### src/rtl/hazard_ctl_if.sv
// Decode-stage hazard bundle: decode/EX specifiers in, interlock controls out.
// The master drives the instruction info; hazard_ctl attaches as the slave.
interface hazard_ctl_if;
   logic       IdValid;
   logic [4:0] RSaddr;
   logic [4:0] RTaddr;
   logic       UsesRS;
   logic       UsesRT;
   logic       instIsSyscall;
   logic       MdStart;
   logic       MdRead;
   logic [4:0] ExRDaddr;
   logic       ExIsLoad;
   logic       Stall;
   logic       Bubble;
   logic       SyscallGo;
   logic       MdBusy;

   modport master (
      output IdValid, RSaddr, RTaddr, UsesRS, UsesRT, instIsSyscall,
             MdStart, MdRead, ExRDaddr, ExIsLoad,
      input  Stall, Bubble, SyscallGo, MdBusy
   );

   modport slave (
      input  IdValid, RSaddr, RTaddr, UsesRS, UsesRT, instIsSyscall,
             MdStart, MdRead, ExRDaddr, ExIsLoad,
      output Stall, Bubble, SyscallGo, MdBusy
   );
endinterface

### src/rtl/hazard_ctl.sv
// Decode-stage interlock controller: syscall drain sequencing, load-use
// interlock and MULT/DIV busy window, OR'd into a single stall/bubble.
module hazard_ctl #(
   parameter int SYS_WAIT = 2,
   parameter int MD_LAT   = 4
) (
   input  logic        MCLK,
   input  logic        MRST,
   hazard_ctl_if.slave hz
);
   localparam logic [1:0] IDLE      = 2'd0;
   localparam logic [1:0] SYS_DRAIN = 2'd1;
   localparam logic [1:0] SYS_GO    = 2'd2;
   localparam logic [1:0] SYS_REL   = 2'd3;

   localparam logic [2:0] SYS_LOAD = 3'(SYS_WAIT - 1);
   localparam logic [3:0] MD_LOAD  = 4'(MD_LAT);

   logic [1:0] state_reg, state_next;
   logic [2:0] sys_cnt_reg, sys_cnt_next;
   logic [3:0] md_cnt_reg, md_cnt_next;
   logic       syscall_hit, sys_term, load_use, md_busy, md_term, stall;

   always_comb begin
      syscall_hit = hz.IdValid & hz.instIsSyscall;
      load_use    = hz.IdValid & hz.ExIsLoad & (hz.ExRDaddr != 5'd0) &
                    ((hz.UsesRS & (hz.RSaddr == hz.ExRDaddr)) |
                     (hz.UsesRT & (hz.RTaddr == hz.ExRDaddr)));
      md_busy     = (md_cnt_reg != 4'd0);
      md_term     = hz.IdValid & (hz.MdRead | hz.MdStart) & md_busy;
      sys_term    = 1'b0;
      case (state_reg)
         IDLE:              sys_term = syscall_hit;
         SYS_DRAIN, SYS_GO: sys_term = 1'b1;
         default:           sys_term = 1'b0;  // SYS_REL lets the syscall advance
      endcase
      // Outputs must read 0 while reset is held, even with live inputs
      stall = MRST & (sys_term | load_use | md_term);
   end

   always_comb begin
      state_next   = state_reg;
      sys_cnt_next = sys_cnt_reg;
      case (state_reg)
         IDLE: begin
            if (syscall_hit) begin
               sys_cnt_next = SYS_LOAD;
               state_next   = (SYS_LOAD == 3'd0) ? SYS_GO : SYS_DRAIN;
            end
         end
         SYS_DRAIN: begin
            // GO lands exactly SYS_WAIT cycles after detection
            sys_cnt_next = sys_cnt_reg - 3'd1;
            if (sys_cnt_reg <= 3'd1) state_next = SYS_GO;
         end
         SYS_GO:  state_next = SYS_REL;
         default: state_next = IDLE;
      endcase
   end

   always_comb begin
      md_cnt_next = md_cnt_reg;
      if (hz.IdValid & hz.MdStart & ~stall)
         md_cnt_next = MD_LOAD;
      else if (md_busy)
         md_cnt_next = md_cnt_reg - 4'd1;
   end

   always_ff @(posedge MCLK or negedge MRST) begin
      if (!MRST) begin
         state_reg   <= IDLE;
         sys_cnt_reg <= 3'd0;
         md_cnt_reg  <= 4'd0;
      end else begin
         state_reg   <= state_next;
         sys_cnt_reg <= sys_cnt_next;
         md_cnt_reg  <= md_cnt_next;
      end
   end

   assign hz.Stall     = stall;
   assign hz.Bubble    = stall;
   assign hz.SyscallGo = (state_reg == SYS_GO);
   assign hz.MdBusy    = md_busy;
endmodule

### src/flat_wrapper.sv
// flat-port wrapper written by rule: the top's interface ports become plain ports
module hazard_ctl_flat 
#(
   parameter int SYS_WAIT = 2,
   parameter int MD_LAT   = 4
)
  (MCLK, MRST, hz_IdValid, hz_RSaddr, hz_RTaddr, hz_UsesRS, hz_UsesRT, hz_instIsSyscall, hz_MdStart, hz_MdRead, hz_ExRDaddr, hz_ExIsLoad, hz_Stall, hz_Bubble, hz_SyscallGo, hz_MdBusy);
  hazard_ctl_if hz_i ();
  input  logic MCLK;
  input  logic MRST;
  input wire logic [$bits(hz_i.IdValid)-1:0] hz_IdValid;
  input wire logic [$bits(hz_i.RSaddr)-1:0] hz_RSaddr;
  input wire logic [$bits(hz_i.RTaddr)-1:0] hz_RTaddr;
  input wire logic [$bits(hz_i.UsesRS)-1:0] hz_UsesRS;
  input wire logic [$bits(hz_i.UsesRT)-1:0] hz_UsesRT;
  input wire logic [$bits(hz_i.instIsSyscall)-1:0] hz_instIsSyscall;
  input wire logic [$bits(hz_i.MdStart)-1:0] hz_MdStart;
  input wire logic [$bits(hz_i.MdRead)-1:0] hz_MdRead;
  input wire logic [$bits(hz_i.ExRDaddr)-1:0] hz_ExRDaddr;
  input wire logic [$bits(hz_i.ExIsLoad)-1:0] hz_ExIsLoad;
  output wire logic [$bits(hz_i.Stall)-1:0] hz_Stall;
  output wire logic [$bits(hz_i.Bubble)-1:0] hz_Bubble;
  output wire logic [$bits(hz_i.SyscallGo)-1:0] hz_SyscallGo;
  output wire logic [$bits(hz_i.MdBusy)-1:0] hz_MdBusy;
  assign hz_i.IdValid = hz_IdValid;
  assign hz_i.RSaddr = hz_RSaddr;
  assign hz_i.RTaddr = hz_RTaddr;
  assign hz_i.UsesRS = hz_UsesRS;
  assign hz_i.UsesRT = hz_UsesRT;
  assign hz_i.instIsSyscall = hz_instIsSyscall;
  assign hz_i.MdStart = hz_MdStart;
  assign hz_i.MdRead = hz_MdRead;
  assign hz_i.ExRDaddr = hz_ExRDaddr;
  assign hz_i.ExIsLoad = hz_ExIsLoad;
  assign hz_Stall = hz_i.Stall;
  assign hz_Bubble = hz_i.Bubble;
  assign hz_SyscallGo = hz_i.SyscallGo;
  assign hz_MdBusy = hz_i.MdBusy;
  hazard_ctl #(.SYS_WAIT(SYS_WAIT), .MD_LAT(MD_LAT)) u_core (.MCLK(MCLK), .MRST(MRST), .hz(hz_i));
endmodule
### config.mk
export PLATFORM = sky130hd
export DESIGN_NAME = hazard_ctl_flat
export DESIGN_NICKNAME = d
export VERILOG_FILES = /design/src/rtl/hazard_ctl_if.sv /design/src/rtl/hazard_ctl.sv /design/src/flat_wrapper.sv
export SDC_FILE = /design/constraint.sdc
export NUM_CORES = 1
export LEC_CHECK = 0
export CORE_UTILIZATION = 35
export DETAILED_ROUTE_END_ITERATION = 12
export GPL_ROUTABILITY_DRIVEN = 0
export PLACE_DENSITY = 0.64
export RECOVER_POWER = 25
export SYNTH_ARGS = -nofsm -noshare
export SYNTH_HDL_FRONTEND = slang
export SYNTH_SLANG_ARGS = --single-unit
### constraint.sdc
create_clock -name MCLK -period 2.4 [get_ports MCLK]
set_clock_uncertainty 0.05 [all_clocks]
set_input_delay 0.48 -clock MCLK [delete_from_list [all_inputs] [get_ports MCLK]]
set_output_delay 0.48 -clock MCLK [all_outputs]
set_load 0.01 [all_outputs]
# After elaboration in Yosys (flattened, before gate mapping)
# Index checks and enable logic that the tools add are counted.
# word_totals
rom_bits	0
memories	0
latchBits	0
out_inout_bits	4
input_bits	24
mem_bits_rw	0
ff_bits	9
# classes
shifts	0
div_mod_pow	0
n_addsub	2
mul	0
n_eq_ne	6
n_bitwise	16
mux	8
order_cmp	1
reduce_logical	8
# op_table
cell	n
1-bit bitwise AND	11
5-bit == test	2
4-bit two-way mux	2
2-bit one-hot mux with 3 select lines	1
3-bit one-hot mux with 2 select lines	1
5-bit nonzero test	1
2-bit two-way mux	2
2-bit by 1-bit inequality test with 1-bit output, second input constant	2
1-bit OR	4
2-bit AND reduction	2
2-bit nonzero test	2
4-bit nonzero test	1
4-bit by 1-bit subtractor with 4-bit output, second input constant	1
3-bit by 1-bit less-or-equal comparator with 1-bit output, second input constant	1
3-bit two-way mux	1
3-bit by 1-bit subtractor with 3-bit output, second input constant	1
2-bit by 1-bit == test with 1-bit output, second input constant	1
2-bit == test, second input constant	1
2-bit zero test	1
1-bit one-hot mux with 2 select lines	1
2-bit OR reduction	1
1-bit NOT	1

# Longest topological paths before layout
# Gate-level depths: netlist of the first run.
# logic_depth
ltp_word	10
mapped_depth	6

# Least setup slack after synthesis of the first run
# Ideal clock, no wire load.
# synth_path
kind	register -> output
startpoint	register u_core.md_cnt_reg[0]
endpoint	output hz_Stall
slack_ns	0.391
t_arrival_ns	1.479
n_path_buf	1
required_ns	1.870
path_stages_with_launch	7
path_cell_list	dfrtp_1 > inv_1 > ha_1 > nor3b_4 > o22ai_2 > a22o_1 > buf_4
# synth_between
elab_chain_len	4
# synth_rtl
element	line	rtl
start: declaration	hazard_ctl.sv:21	logic [3:0] md_cnt_reg, md_cnt_next;
start signal: assignment	hazard_ctl.sv:77	md_cnt_reg <= md_cnt_next;
4-bit nonzero test	hazard_ctl.sv:29	md_busy = (md_cnt_reg != 4'd0);
1-bit bitwise AND	hazard_ctl.sv:30	md_term = hz.IdValid & (hz.MdRead | hz.MdStart) & md_busy;
1-bit OR	hazard_ctl.sv:38	stall = MRST & (sys_term | load_use | md_term);
1-bit bitwise AND	hazard_ctl.sv:38	
end: declaration	flat_wrapper.sv:21	output wire logic [$bits(hz_i.Stall)-1:0] hz_Stall;
# No other way between the ends.

# Worst setup path in the final report of the first run
# layout_path
startpoint	input hz_IdValid
endpoint	output hz_Bubble
# layout_between
elab_chain_len	6
# layout_rtl
element	line	rtl
start: declaration	flat_wrapper.sv:11	input wire logic [$bits(hz_i.IdValid)-1:0] hz_IdValid;
1-bit bitwise AND (3 in a row)	hazard_ctl.sv:26	load_use = hz.IdValid & hz.ExIsLoad & (hz.ExRDaddr != 5'd0) &
1-bit OR	hazard_ctl.sv:38	
1-bit OR *	hazard_ctl.sv:38	
1-bit bitwise AND *	hazard_ctl.sv:38	
end: declaration	flat_wrapper.sv:22	output wire logic [$bits(hz_i.Bubble)-1:0] hz_Bubble;
# Mark *: on every way between the ends. The rest lies on a longest branch, timed or not.

==> results of run 1 <==
area by class of cell:
class	instances	area, um^2
clock buffer	4	26.3
fill	181	821
inverter	7	26.3
multi-input combinational	62	478
sequential	9	225
tap	27	33.8
timing repair buffer	36	332
worst max path at each step:
stage | from | end | slack (ns) | depth (start not counted)
after floorplan | u_core.md_cnt_reg[0]$_DFFE_PN0P_ | hz_Stall | 0.39 | 6
after global placement | hz_ExRDaddr[2] | hz_Bubble | -0.36 | 6
after detailed placement | hz_ExRDaddr[2] | hz_Bubble | -0.39 | 6
after CTS | hz_ExRDaddr[0] | hz_Bubble | 0.006 | 6
after global routing | hz_RSaddr[2] | hz_Bubble | 0.06 | 6
final | hz_IdValid | hz_Bubble | 0.13 | 5
stage by stage:
step | setup TNS [ns] | instances | utilization (%)
finish | 0 | 145 | 57.7
global route | 0 | 145 | 57.7
CTS | 0 | 144 | 57.0
detailed placement | -0.774 | 140 | 55.5
global placement | -0.726 | 140 | 55.5
floorplan | 0 | 79 | -
synth_stat cells (2+ instances only):
cell type	count
sky130_fd_sc_hd__a21oi_1	4
sky130_fd_sc_hd__nor2_1	5
sky130_fd_sc_hd__xnor2_1	12
sky130_fd_sc_hd__nor3_1	2
sky130_fd_sc_hd__nand4_1	2
sky130_fd_sc_hd__mux2i_1	2
sky130_fd_sc_hd__dfrtp_1	9
sky130_fd_sc_hd__inv_1	7
sky130_fd_sc_hd__nand2_1	10
sky130_fd_sc_hd__a22o_1	2
sky130_fd_sc_hd__o21ai_0	5
sky130_fd_sc_hd__o22ai_1	2
sky130_fd_sc_hd__ha_1	8
metal layers:
layer	track usage [%]	part of all wire [%]	up-vias
met5	0	0	-
met2	33.4	53	10
met4	8.57	1.6	0
li1	-	-	350
met3	6.92	3.3	5
met1	21.3	42	315
kinds of logic (layout without fill, tap and decap cells):
family          Yosys count  count (layout)  share of synthesized area [%]
fa+ha+maj                 8               8                           13.9
xor+xnor                 12              12                           14.6
flops                     9               9                           31.3
simple gates             22              22                           15.1
compound gates           17              17                           16.1
mux                       3               3                           4.34
buf+inv                   8              47                           4.69
repair_timing:
action / 4_1_cts / 5_1_grt
endpoints found under the setup margin: 2 / 3
buffers inserted: 0 / 1
resized for setup: 11 / 9
pin swaps: 1 / 5
hold endpoints to repair: 0 / 0
critical path, delay by kind of cell:
kind                   cells  cell delay [ns]
AO/OA/AOI/OAI              3             0.62
buffers and inverters      2             0.64
power groups by stage:
stage | Clock (mW) | Sequential [mW] | Combinational, mW
after detailed placement | 0 | 0.284 | 0.674
after global routing | 0.139 | 0.292 | 0.746
after CTS | 0.129 | 0.282 | 0.675
after global placement | 0 | 0.278 | 0.647
after floorplan | 0 | 0.277 | 0.437
final | 0.125 | 0.284 | 0.663
==> parameters.txt, run 1 <==
Parameter                              Value

Power
  Part of the power in combinational logic ... 61.8%
  Switching component of the power ... 0.434 mW
  Share of power burned in the clock network ... 11.7%
  Power share of the sequential group ... 26.5%
  Worst IR drop on VDD ... 664 uV
  P per Cell Area ... 956 nW/um^2
  Switching share of power ... 40.5%
  Design internal power ... 0.638 mW
  Leakage ... 0.505 nW
  Design Power ... 1.07 mW

Hold path
  Worst hold start ... u_core.sys_cnt_reg[1]$_DFFE_PN0P_
  Path category of the worst min-delay check ... reg2reg
  Count of cells along the worst hold path ... 2
  Endpoint with the worst hold slack ... u_core.sys_cnt_reg[1]$_DFFE_PN0P_

Clock tree
  Clock tree from TritonCTS ... built
  H-tree lvl count ... 1
  Cell at the root of the clock tree ... sky130_fd_sc_hd__clkbuf_4
  Total clock buffers created by CTS ... 3
  Clock latency of the later-clocked register in the worst-skew pair ... 0.27 ns
  Clock net sink count ... 9
  Number of buffers on the longest clock path ... 2
  Total of hold buffers inserted after clock tree synthesis ... 0
  Clock edge transition at the registers on the reported setup and hold paths ... 0.07 ns

Critical path
  Critical Path Max Stage Delay ... 0.49 ns
  Arrival time reported for the critical path endpoint ... 1.74 ns
  Critical-path cell list ... clkdlybuf4s50_1, a31oi_1, o22ai_2, a22o_1, buf_2
  Slowest cell on the critical path ... sky130_fd_sc_hd__clkdlybuf4s50_1
  Worst setup path category ... in2out
  Max FO, Critical Path ... 5
  Sort of element at the end of the critical path ... output pin
  WP data required ... 1.87 ns
  R2R Setup Slk ... 0.75 ns
  Cells on worst reg2reg path ... 6
  Worst flop-to-flop path startpoint ... u_core.state_reg[0]$_DFFE_PN0P_
  Capture instance of the worst register-to-register path ... u_core.md_cnt_reg[1]$_DFFE_PN0P_
  Launching element type of the critical path ... input pin

Cells and area
  Number of nets in the finished design ... 151
  Number of flip-flops in the largest register ... 4
  Layout cells sized above 1 ... 19.5%
  Area Growth Syn to Fin ... 55.6%
  Diodes inserted ... 0
  Final non-filler cell area ... 1120 um^2
  Leading cell types in the layout, fill and taps excluded ... sky130_fd_sc_hd__clkdlybuf4s50_1 (18), sky130_fd_sc_hd__xnor2_1 (11), sky130_fd_sc_hd__nand2_1 (10)
  Commonest non-fill, non-tap cell in the layout ... sky130_fd_sc_hd__clkdlybuf4s50_1

STA
  Setup violations, final ... 0
  Number of max-slew violations in the final report ... 0
  Worst rel slew slack ... 72.9%
  Hold Fails Final Rpt ... 0
  Highest clock rate ... 441 MHz
  Transition time at the pin with the least slew margin ... 0.402 ns
  Final worst setup slack ... 0.132 ns
  Unrepaired setup endpoints after global routing ... no
  Period utilization ... 94.5%
  Final worst path period need ... 2.27 ns
  Worst hold margin ... 0.440 ns

Synthesis
  Number of flops mapped to enable cells by yosys ... 0
  Area contributors post-synth ... sky130_fd_sc_hd__dfrtp_1 (31%), sky130_fd_sc_hd__xnor2_1 (15%), sky130_fd_sc_hd__ha_1 (14%), sky130_fd_sc_hd__nand2_1 (5.2%), sky130_fd_sc_hd__inv_1 (3.6%)
  Number of library cell types mapped by synthesis ... 22
  Sequential element share of the synthesized area ... 31.3%
  Net count of the mapped netlist ... 111
  Library cell with the largest summed area after synthesis ... sky130_fd_sc_hd__dfrtp_1
  Area share of the largest cell type after synthesis ... 31.3%
  Number of register bits inferred by synthesis ... 9
  Mean instance size in the synthesized netlist ... 9.12 um^2
  Main flop type after synthesis ... sky130_fd_sc_hd__dfrtp_1
  Async set-or-reset flop fraction in the synthesized netlist ... 100%
  Gate count of the mapped netlist ... 79
  Area of the mapped netlist ... 721 um^2
  Count of synthesis-stage warnings from yosys ... 0

Detailed routing
  Routed vias/inst ... 4.69
  # DRC ... 0
  Antenna-violating nets left ... 0
  Routed WL per cell ... 12.5 um
  Total wirelength of the detailed-routed design ... 1820 um
  Pre-antenna DRT Iters ... 4
  DR iter-0 viols ... 8
  Vias post-DR ... 680

Floorplan
  Width of the die ... 47.4 um
  Cell row count ... 16
  Number of ports placed on the die boundary ... 28
  Die Footprint ... 2240 um^2
  Initial core utilization ... 37.1%
  Floorplan die height ... 47.4 um
  Area of the core region ... 1940 um^2

Global route
  Congestion Overflow GR ... 0
  Vias in the first global route ... 671
  Initial antenna violation count ... 0
  Maximum number of pins on one net before global-route repair ... 12
  Wire length of the first global-routing pass ... 2850 um
  Total routing resource utilization after global routing ... 19.4%

Placement
  Worst slack, placed ... -0.391 ns
  IO buf count ... 27
  Placement Cell Area ... 1080 um^2
  HPWL Detailed ... 1490 um

Flow run
  Max-cap check violation count ... 0

Run status
  Status ... complete, no violations
Note: power is estimated with default switching activity, not from simulation.
==> inputs of run 2 (changes only) <==
CAP_MARGIN = 20   (was not set)
==> results of run 2 <==
Final layout, timing and power as in run 1 (identical DEF).
==> inputs of run 3 (changes only) <==
CORE_UTILIZATION = 42   (was 35)
MAX_ROUTING_LAYER = met4   (was not set)
PLACE_DENSITY = 0.75   (was 0.64)
==> run 3 against run 2 <==
Compared with the run above:
- clock power down 5%
- count of clock-buffer cells in the layout unchanged
- sequential share of layout area up 0.41 points
- register-to-register slack worse by 0.20 ns
- critical endpoint is now hz_MdBusy
- fmax down 1.6%
- first-iteration DRC count up 25%
- hold slack worse by 0.0014 ns
- routed wire length down 5.0%
==> parameters.txt, run 3 (same netlist as run 1, synthesis figures left out) <==
Parameter                              Value

Floorplan
  Number of ports placed on the die boundary ... 28
  Cell row count ... 14
  Die Footprint ... 1890 um^2
  Initial core utilization ... 46.2%
  Area of the core region ... 1560 um^2
  Floorplan die height ... 43.4 um
  Width of the die ... 43.4 um

Critical path
  Launching element type of the critical path ... flop
  R2R Setup Slk ... 0.55 ns
  Critical-path cell list ... inv_1, ha_1, nor3b_4, buf_6, inv_1, clkdlybuf4s50_1
  Worst setup path category ... reg2out
  Critical path depth ... 6
  CP delay by family, top ... buffers and inverters
  Sort of element at the end of the critical path ... output pin
  Arrival time reported for the critical path endpoint ... 1.77 ns
  Library cell appearing most often on the critical path ... sky130_fd_sc_hd__inv_1
  Critical path buffer and inverter count ... 4
  Max FO, Critical Path ... 5
  Critical Path Max Stage Delay ... 0.47 ns
  Cells on worst reg2reg path ... 8
  Slowest cell on the critical path ... sky130_fd_sc_hd__clkdlybuf4s50_1
  WP data required ... 1.87 ns

STA
  Period utilization ... 96.0%
  Number of max-slew violations in the final report ... 0
  Highest clock rate ... 434 MHz
  Setup violations, final ... 0
  Unrepaired setup endpoints after global routing ... no
  Hold Fails Final Rpt ... 0
  Final worst path period need ... 2.30 ns
  Worst rel slew slack ... 76.8%
  Summed negative setup slack over all endpoints ... 0 ns
  Worst hold margin ... 0.439 ns
  Transition time at the pin with the least slew margin ... 0.345 ns

Clock tree
  Clock latency of the later-clocked register in the worst-skew pair ... 0.26 ns
  Clock net sink count ... 9
  Clock edge transition at the registers on the reported setup and hold paths ... 0.06 ns
  Clock tree from TritonCTS ... built
  Total of hold buffers inserted after clock tree synthesis ... 0
  H-tree lvl count ... 1
  Total clock buffers created by CTS ... 3
  Number of buffers on the longest clock path ... 2
  Cell at the root of the clock tree ... sky130_fd_sc_hd__clkbuf_4

Placement
  HPWL Detailed ... 1440 um
  IO buf count ... 27
  Placement Cell Area ... 1060 um^2
  Placed Instances ... 128

Global route
  Wire length of the first global-routing pass ... 2840 um
  Initial antenna violation count ... 0
  Vias in the first global route ... 669
  Congestion Overflow GR ... 0
  Total routing resource utilization after global routing ... 21.2%
  Maximum number of pins on one net before global-route repair ... 12

Power
  Leakage ... 0.497 nW
  Worst IR drop on VDD ... 607 uV
  P per Cell Area ... 988 nW/um^2

Cells and area
  Utilization after layout ... 70.5%
  Number of nets in the finished design ... 152
  Commonest non-fill, non-tap cell in the layout ... sky130_fd_sc_hd__clkdlybuf4s50_1
  Number of flip-flops in the largest register ... 4
  Leading cell types in the layout, fill and taps excluded ... sky130_fd_sc_hd__clkdlybuf4s50_1 (19), sky130_fd_sc_hd__xnor2_1 (12), sky130_fd_sc_hd__nand2_1 (10)
  Final non-filler cell area ... 1100 um^2
  Area Growth Syn to Fin ... 52.4%
  Non-filler instance count after layout ... 135
  Diodes inserted ... 0
  Count of fill cells added during filler insertion ... 133
  Layout cells sized above 1 ... 16.8%

Detailed routing
  Routed WL per cell ... 12.8 um
  Routed vias/inst ... 5.16
  Total wirelength of the detailed-routed design ... 1730 um
  Pre-antenna DRT Iters ... 4
  # DRC ... 0
  DR iter-0 viols ... 10
  Antenna-violating nets left ... 0
  Vias post-DR ... 697

Run status
  Status ... complete, no violations

Hold path
  Path category of the worst min-delay check ... reg2reg
  Count of cells along the worst hold path ... 2

Flow run
  Max-cap check violation count ... 0
run 3: worst min-delay path: stages (launching register included):
cell	delay, ns
sky130_fd_sc_hd__dfrtp_1	0.34
sky130_fd_sc_hd__nand2_1	0.04
sky130_fd_sc_hd__o21ai_0	0.07
run 3: what timing repair did:
item	in CTS	in global routing
buffers inserted	2	1
pin swaps	1	1
gates resized for setup	8	5
endpoints found under the setup margin	2	3
run 3: stage by stage:
step                power, mW  worst slack, ns
global route             1.18          0.00355
CTS                      1.08          0.00149
floorplan               0.715            0.391
global placement        0.914           -0.341
finish                   1.09           0.0958
detailed placement      0.947           -0.341
run 3: report_power, final:
group          total, mW  switching [mW]  leakage [nW]  internal (mW)
Sequential         0.281          0.0542         0.110          0.227
Clock              0.119          0.0546        0.0150         0.0642
Combinational      0.686           0.319         0.371          0.366
run 3: area by class of cell:
type,count,area (um^2),share of cell area (%)
Inverter,7,26.3,2.39
Tap cell,16,20.0,1.82
Timing Repair Buffer,37,333,30.3
Sequential cell,9,225,20.5
Clock buffer,4,26.3,2.39
Multi-Input combinational cell,62,468,42.6
run 3: per-layer routing:
layer | share of wire, % | up-vias | global-route usage (%) | wire length [um]
li1 | - | 356 | - | -
met1 | 45 | 327 | 25.5 | 773
met2 | 50 | 12 | 33.6 | 867
met3 | 4.1 | 2 | 7.50 | 70
met4 | 0.75 | 0 | 5.63 | 13
met5 | 0 | - | - | 0
run 3: worst paths after layout:
kind                                                   startpoint                                 to
max in group asynchronous                                    MRST   u_core.md_cnt_reg[2]$_DFFE_PN0P_
worst max-delay path             u_core.md_cnt_reg[0]$_DFFE_PN0P_                          hz_MdBusy
min in group asynchronous                                    MRST    u_core.state_reg[0]$_DFFE_PN0P_
worst min-delay path            u_core.sys_cnt_reg[1]$_DFFE_PN0P_  u_core.sys_cnt_reg[1]$_DFFE_PN0P_
worst min register to register  u_core.sys_cnt_reg[1]$_DFFE_PN0P_  u_core.sys_cnt_reg[1]$_DFFE_PN0P_
worst max register to register   u_core.md_cnt_reg[0]$_DFFE_PN0P_   u_core.md_cnt_reg[1]$_DFFE_PN0P_
